$ cat config.mk
export PLATFORM = sky130hd
export DESIGN_NAME = alu_seq_core
export DESIGN_NICKNAME = d
export VERILOG_FILES = /design/src/rtl/alu_pkg.sv /design/src/rtl/alu_operand_regs.sv /design/src/rtl/alu_seq_core.sv
export SDC_FILE = /design/constraint.sdc
export NUM_CORES = 1
export LEC_CHECK = 0
export CORE_MARGIN = 2
export CORE_UTILIZATION = 28
export DETAILED_ROUTE_END_ITERATION = 16
export GPL_ROUTABILITY_DRIVEN = 0
export SYNTH_ARGS = -nofsm -noshare
export SYNTH_HDL_FRONTEND = slang
export SYNTH_SLANG_ARGS = --single-unit
$ cat constraint.sdc
create_clock -name clk -period 6.35 [get_ports clk]
set_clock_uncertainty 0.2 [all_clocks]
set_input_delay 1.27 -clock clk [delete_from_list [all_inputs] [get_ports clk]]
set_output_delay 1.27 -clock clk [all_outputs]
set_load 0.02 [all_outputs]
$ cat src/rtl/alu_pkg.sv
// Shared types for the sequential ALU: opcodes, FSM states and flag bit positions.
// Flag positions are also consumed by the flag/7-segment display logic.
package alu_pkg;

   typedef enum logic [2:0] {
      OP_ADD = 3'b000,
      OP_SUB = 3'b001,
      OP_AND = 3'b010,
      OP_OR  = 3'b011,
      OP_XOR = 3'b100,
      OP_SHL = 3'b101,
      OP_SHR = 3'b110,
      OP_SRA = 3'b111
   } op_e;

   typedef enum logic {
      ST_IDLE = 1'b0,
      ST_EXEC = 1'b1
   } state_e;

   localparam int FLAG_CARRY = 0;
   localparam int FLAG_ZERO  = 1;
   localparam int FLAG_NEG   = 2;
   localparam int FLAG_OVF   = 3;
   localparam int FLAG_W     = 4;

   function automatic logic is_shift_op(input op_e o);
      return (o == OP_SHL) || (o == OP_SHR) || (o == OP_SRA);
   endfunction

endpackage

$ cat src/rtl/alu_operand_regs.sv
// Operand A/B registers loaded from the shared din bus.
// Loads are frozen while ena is low or an operation is in flight.
module alu_operand_regs
   import alu_pkg::*;
#(
   parameter int WIDTH = 8
) (
   input  logic             clk,
   input  logic             rst_n,
   input  logic             ena,
   input  logic             load,
   input  logic             sel_b,
   input  logic             busy,
   input  logic [WIDTH-1:0] din,
   output logic [WIDTH-1:0] reg_a,
   output logic [WIDTH-1:0] reg_b
);

   logic load_ok;

   assign load_ok = ena & load & ~busy;

   always_ff @(posedge clk or negedge rst_n) begin
      if (!rst_n) begin
         reg_a <= '0;
         reg_b <= '0;
      end else if (load_ok) begin
         if (sel_b) reg_b <= din;
         else       reg_a <= din;
      end
   end

endmodule

$ cat src/rtl/alu_seq_core.sv
// Sequential ALU core: operand registers, IDLE/EXEC FSM, datapath and result flags.
// Define ALU_BARREL_SHIFT_EN for single-cycle shifts; otherwise shifts step one bit per cycle.
//
// state   | meaning
// --------+---------------------------------------------------------------
// ST_IDLE | waiting for start; operands may be loaded
// ST_EXEC | operation in flight; shifts iterate here until the count hits 0
module alu_seq_core
   import alu_pkg::*;
#(
   parameter  int WIDTH   = 8,
   localparam int SHAMT_W = $clog2(WIDTH)
) (
   input  logic               clk,
   input  logic               rst_n,
   input  logic               ena,
   input  logic               load,
   input  logic               sel_b,
   input  logic [WIDTH-1:0]   din,
   input  logic               start,
   input  logic [2:0]         op,
   input  logic [SHAMT_W-1:0] shamt,
   output logic               busy,
   output logic               done,
   output logic [WIDTH-1:0]   y,
   output logic               carry,
   output logic               zero,
   output logic               neg,
   output logic               overflow
);

   localparam int MSB = WIDTH - 1;

   logic [WIDTH-1:0] reg_a, reg_b;
   state_e           state_q, state_d;
   op_e              op_q;
   logic [WIDTH-1:0] work_q, opb_q;
   logic             start_acc, complete;
   logic [WIDTH:0]   sum_ext, dif_ext;
   logic [WIDTH-1:0] res_y;
   logic             res_c, res_v;
`ifdef ALU_BARREL_SHIFT_EN
   logic [SHAMT_W-1:0] shamt_q;
   logic [WIDTH:0]     shl_ext, shr_ext, sra_ext;
`else
   logic [SHAMT_W-1:0] cnt_q;
   logic               sh_c_q;
   logic               shift_step;
`endif

   alu_operand_regs #(.WIDTH(WIDTH)) u_operand_regs (
      .clk   (clk),
      .rst_n (rst_n),
      .ena   (ena),
      .load  (load),
      .sel_b (sel_b),
      .busy  (busy),
      .din   (din),
      .reg_a (reg_a),
      .reg_b (reg_b)
   );

   assign busy = (state_q == ST_EXEC);

   always_ff @(posedge clk or negedge rst_n) begin
      if (!rst_n) state_q <= ST_IDLE;
      else        state_q <= state_d;
   end

   always_comb begin
      state_d   = state_q;
      start_acc = 1'b0;
      complete  = 1'b0;
`ifndef ALU_BARREL_SHIFT_EN
      shift_step = 1'b0;
`endif
      case (state_q)
         ST_IDLE: begin
            if (ena && start) begin
               start_acc = 1'b1;
               state_d   = ST_EXEC;
            end
         end
         ST_EXEC: begin
            if (ena) begin
`ifdef ALU_BARREL_SHIFT_EN
               complete = 1'b1;
               state_d  = ST_IDLE;
`else
               if (is_shift_op(op_q) && (cnt_q != '0)) begin
                  shift_step = 1'b1;
               end else begin
                  complete = 1'b1;
                  state_d  = ST_IDLE;
               end
`endif
            end
         end
         default: state_d = ST_IDLE;
      endcase
   end

   // Shift carry comes from an extra guard bit so shamt = 0 naturally yields 0.
   always_comb begin
      sum_ext = {1'b0, work_q} + {1'b0, opb_q};
      dif_ext = {1'b0, work_q} - {1'b0, opb_q};
      res_y   = work_q;
      res_c   = 1'b0;
      res_v   = 1'b0;
`ifdef ALU_BARREL_SHIFT_EN
      shl_ext = {1'b0, work_q} << shamt_q;
      shr_ext = {work_q, 1'b0} >> shamt_q;
      sra_ext = $signed({work_q, 1'b0}) >>> shamt_q;
`endif
      case (op_q)
         OP_ADD: begin
            res_y = sum_ext[MSB:0];
            res_c = sum_ext[WIDTH];
            res_v = (work_q[MSB] == opb_q[MSB]) && (sum_ext[MSB] != work_q[MSB]);
         end
         OP_SUB: begin
            res_y = dif_ext[MSB:0];
            res_c = dif_ext[WIDTH];
            res_v = (work_q[MSB] != opb_q[MSB]) && (dif_ext[MSB] != work_q[MSB]);
         end
         OP_AND: res_y = work_q & opb_q;
         OP_OR:  res_y = work_q | opb_q;
         OP_XOR: res_y = work_q ^ opb_q;
`ifdef ALU_BARREL_SHIFT_EN
         OP_SHL: begin res_y = shl_ext[MSB:0];   res_c = shl_ext[WIDTH]; end
         OP_SHR: begin res_y = shr_ext[WIDTH:1]; res_c = shr_ext[0];     end
         OP_SRA: begin res_y = sra_ext[WIDTH:1]; res_c = sra_ext[0];     end
`else
         OP_SHL, OP_SHR, OP_SRA: res_c = sh_c_q;
`endif
         default: res_y = work_q;
      endcase
   end

   always_ff @(posedge clk or negedge rst_n) begin
      if (!rst_n) begin
         op_q     <= OP_ADD;
         work_q   <= '0;
         opb_q    <= '0;
         done     <= 1'b0;
         y        <= '0;
         carry    <= 1'b0;
         zero     <= 1'b0;
         neg      <= 1'b0;
         overflow <= 1'b0;
`ifdef ALU_BARREL_SHIFT_EN
         shamt_q  <= '0;
`else
         cnt_q    <= '0;
         sh_c_q   <= 1'b0;
`endif
      end else begin
         done <= 1'b0;
         // Both operands are captured so a same-cycle load cannot leak into this op.
         if (start_acc) begin
            op_q   <= op_e'(op);
            work_q <= reg_a;
            opb_q  <= reg_b;
`ifdef ALU_BARREL_SHIFT_EN
            shamt_q <= shamt;
`else
            cnt_q  <= shamt;
            sh_c_q <= 1'b0;
`endif
         end
`ifndef ALU_BARREL_SHIFT_EN
         if (shift_step) begin
            cnt_q <= cnt_q - SHAMT_W'(1);
            case (op_q)
               OP_SHL: begin work_q <= {work_q[MSB-1:0], 1'b0};   sh_c_q <= work_q[MSB]; end
               OP_SHR: begin work_q <= {1'b0, work_q[MSB:1]};     sh_c_q <= work_q[0];   end
               OP_SRA: begin work_q <= {work_q[MSB], work_q[MSB:1]}; sh_c_q <= work_q[0]; end
               default: begin end
            endcase
         end
`endif
         if (complete) begin
            y        <= res_y;
            carry    <= res_c;
            zero     <= (res_y == '0);
            neg      <= res_y[MSB];
            overflow <= res_v;
            done     <= 1'b1;
         end
      end
   end

endmodule

==> results.json <==
{
  "seq_area_frac_synth_pct": 37.0,
  "ys_ff_latch": 52,
  "most-common-layout-cells": "52 x dfrtp_1, 42 x nand2_1, 34 x o21ai_0, 32 x a21oi_1, 32 x clkdlybuf4s50_1",
  "clock_power_share_pct": 14.2,
  "drc_errors": 0,
  "timing.setup.tns_ns": 0,
  "dr.first_iter.drc_count": 240,
  "synth_edf_count": 0,
  "ir_worst_vdd_mv": 0.164,
  "cts-root-buf": "clkbuf_16",
  "seqPwrFrac_pct": 28.6,
  "period_share_pct": 54.0,
  "yosysWarningCount": 0,
  "async_flop_share_pct": 100,
  "finalSetupViolations": 0,
  "cap_violations": 0,
  "hp-start": "y[2]",
  "tightest_slew_ns": 1.25,
  "antenna_found_initial": 0,
  "cts_hold_buf": 0,
  "cts_buffer_depth": 2,
  "htree_levels": 2,
  "hp-class": "flip-flop to flip-flop",
  "die_y_um": 116,
  "core-area_um2": 12200,
  "reg2reg_from": "work_q[1]",
  "grt_max_degree": 53,
  "worstSkewPairLatency_ns": 0.29,
  "vias": 2916,
  "wl_per_cell_um": 15.2,
  "firstDrtPassIters": 5,
  "die_area_um2": 13500,
  "power.density_nw_per_um2": 560,
  "clock_sinks": 52,
  "final_nets": 453,
  "place_ws_ns": 2.62,
  "first_global_vias": 2804,
  "num-fill-cells": 1252,
  "overflow": 0,
  "num_io_pins": 34,
  "fmax_mhz": 292,
  "switching_power_mw": 1.05,
  "start_util_pct": 28.9,
  "p_int_mw": 1.25,
  "syn_to_final_growth_pct": 16.6,
  "worstSetupPathType": "input pin to flip-flop",
  "cts_resized": 0,
  "drt-total-wl_mm": 8.74,
  "status": "complete, no violations",
  "power.total_mw": 2.30,
  "rows": 40,
  "crit_arrival_ns": 3.37,
  "grt_pass1_wl_mm": 14.8,
  "synthCells": 389,
  "antennaDiodeCount": 0,
  "hold_violations": 0,
  "post-route-util_pct": 33.7,
  "yosysUniqueCellTypes": 70,
  "r2r-end": "zero",
  "min_path_cells": 2,
  "drive_above_1_share_pct": 10.3,
  "r2r_cells": 9,
  "postLayoutCellArea_um2": 4100,
  "rsz0062_at_grt": "no",
  "dpl_cell_area_um2": 3920,
  "r2r_setup_slack_ns": 2.96,
  "layout_commonest_cell": "dfrtp_1",
  "period_needed_ns": 3.43,
  "worstPathRequired_ns": 6.29,
  "hpwlAfterDp_mm": 6.41,
  "avgSynthCellArea_um2": 9.04,
  "grt.total_usage_pct": 13.8,
  "start_kind": "input pin",
  "crit_fanout": 40,
  "die_w_um": 116,
  "setup_ws_ns": 2.92,
  "numCtsBuffers": 5,
  "holdPathEnd": "y[2]",
  "syn_nets": 437,
  "comb_power_share_pct": 57.2,
  "synth_ff_type": "dfrtp_1",
  "ant_nets": 0,
  "avgViaCountPerCell": 5.08,
  "p_leak_nw": 1.78,
  "cts_tree": "built",
  "swShare_pct": 45.7,
  "post_cts_buffers": 0,
  "report.final.slew_viol_count": 0,
  "port_buffers": 33,
  "end_kind": "flip-flop",
  "slew_headroom_pct": 16.6,
  "syn_area_um2": 3520,
  "clk_pin_slew_ns": 0.07
}
[power by group through the flow]
stage	clock network (mW)	registers (mW)	logic [mW]
floorplan	0	0.615	1.02
global placement	0	0.656	1.27
detailed placement	0	0.662	1.30
CTS	0.334	0.656	1.30
global route	0.346	0.686	1.46
finish	0.327	0.657	1.31
[worst max path at each step]
stage / start / end / slack [ns]
2_1_floorplan: ena / u_operand_regs.reg_a[0] / 3.74
4_1_cts: ena / work_q[7] / 2.94
3_5_place_dp: ena / work_q[4] / 2.62
3_3_place_gp: ena / work_q[3] / 2.69
6_report: ena / work_q[7] / 2.92
5_1_grt: ena / work_q[5] / 2.67
[worst max-delay path, cell delays in order]
cell and delay (ns):
clkdlybuf4s50_1 0.48, nor2b_1 0.25, and2_1 1.01, nor2_1 0.09
a21oi_1 0.17, a21oi_1 0.09
[cells in the mapped netlist (3+ instances only)]
master     n  share of area [%]
dfrtp_1   52                 37
nand2_1   42                4.5
o21ai_0   34                4.8
a21oi_1   32                4.6
nor2_1    29                3.1
inv_1     28                3.0
ha_1      26                9.2
mux2_2    18                5.8
buf_2     11                1.6
clkbuf_1   8               0.85
mux2i_1    6                1.7
nor3_1     5               0.71
a21o_1     4               0.85
a22oi_1    4               0.85
nand3_1    4               0.57
nor2b_1    4               0.71
xnor2_1    4                1.0
a211oi_1   3               0.64
a21boi_0   3               0.64
a221o_1    3               0.85
a311oi_1   3               0.75
a31oi_1    3               0.53
and3_1     3               0.53
o31ai_1    3               0.64
[logic make-up after synthesis]
| kind of cell | Yosys count | synth area share [%] |
|---|---|---|
| flops | 52 | 37.0 |
| simple gates | 103 | 13.7 |
| xor+xnor | 6 | 1.49 |
| buf+inv | 56 | 7.33 |
| mux | 25 | 7.89 |
| fa+ha+maj | 28 | 10.4 |
| compound gates | 119 | 22.3 |
[per-layer routing]
layer | track usage, % | vias to the layer above | share of wire [%]
li1 | - | 1399 | -
met1 | 20.7 | 1393 | 49
met2 | 21.1 | 112 | 44
met5 | 0 | - | 0
met3 | 2.49 | 12 | 5.8
met4 | 2.54 | 0 | 0.81
[registers in the layout, summed over array words and instances (netlist names), 3 cells and up]
signal,cells
op_q,3
u_operand_regs.reg_a,8
cnt_q,3
y,8
u_operand_regs.reg_b,8
opb_q,8
work_q,8
[cell type report]
| type | count | area [µm²] | area share [%] |
|---|---|---|---|
| sequential | 52 | 1300 | 31.7 |
| clock inverter | 2 | 38.8 | 0.946 |
| timing repair buffer | 35 | 340 | 8.30 |
| inverter | 30 | 113 | 2.75 |
| tap | 168 | 210 | 5.13 |
| clock buffer | 6 | 139 | 3.39 |
| multi-input combinational | 281 | 1960 | 47.8 |
[metrics by stage]
step           hold slack, ns  std cells
6_report                0.282        574
5_1_grt                 0.311        574
4_1_cts                 0.286        574
3_5_place_dp            0.269        566
3_3_place_gp            0.265        566
2_1_floorplan           0.244        389
(Power assumes the default switching activity.)
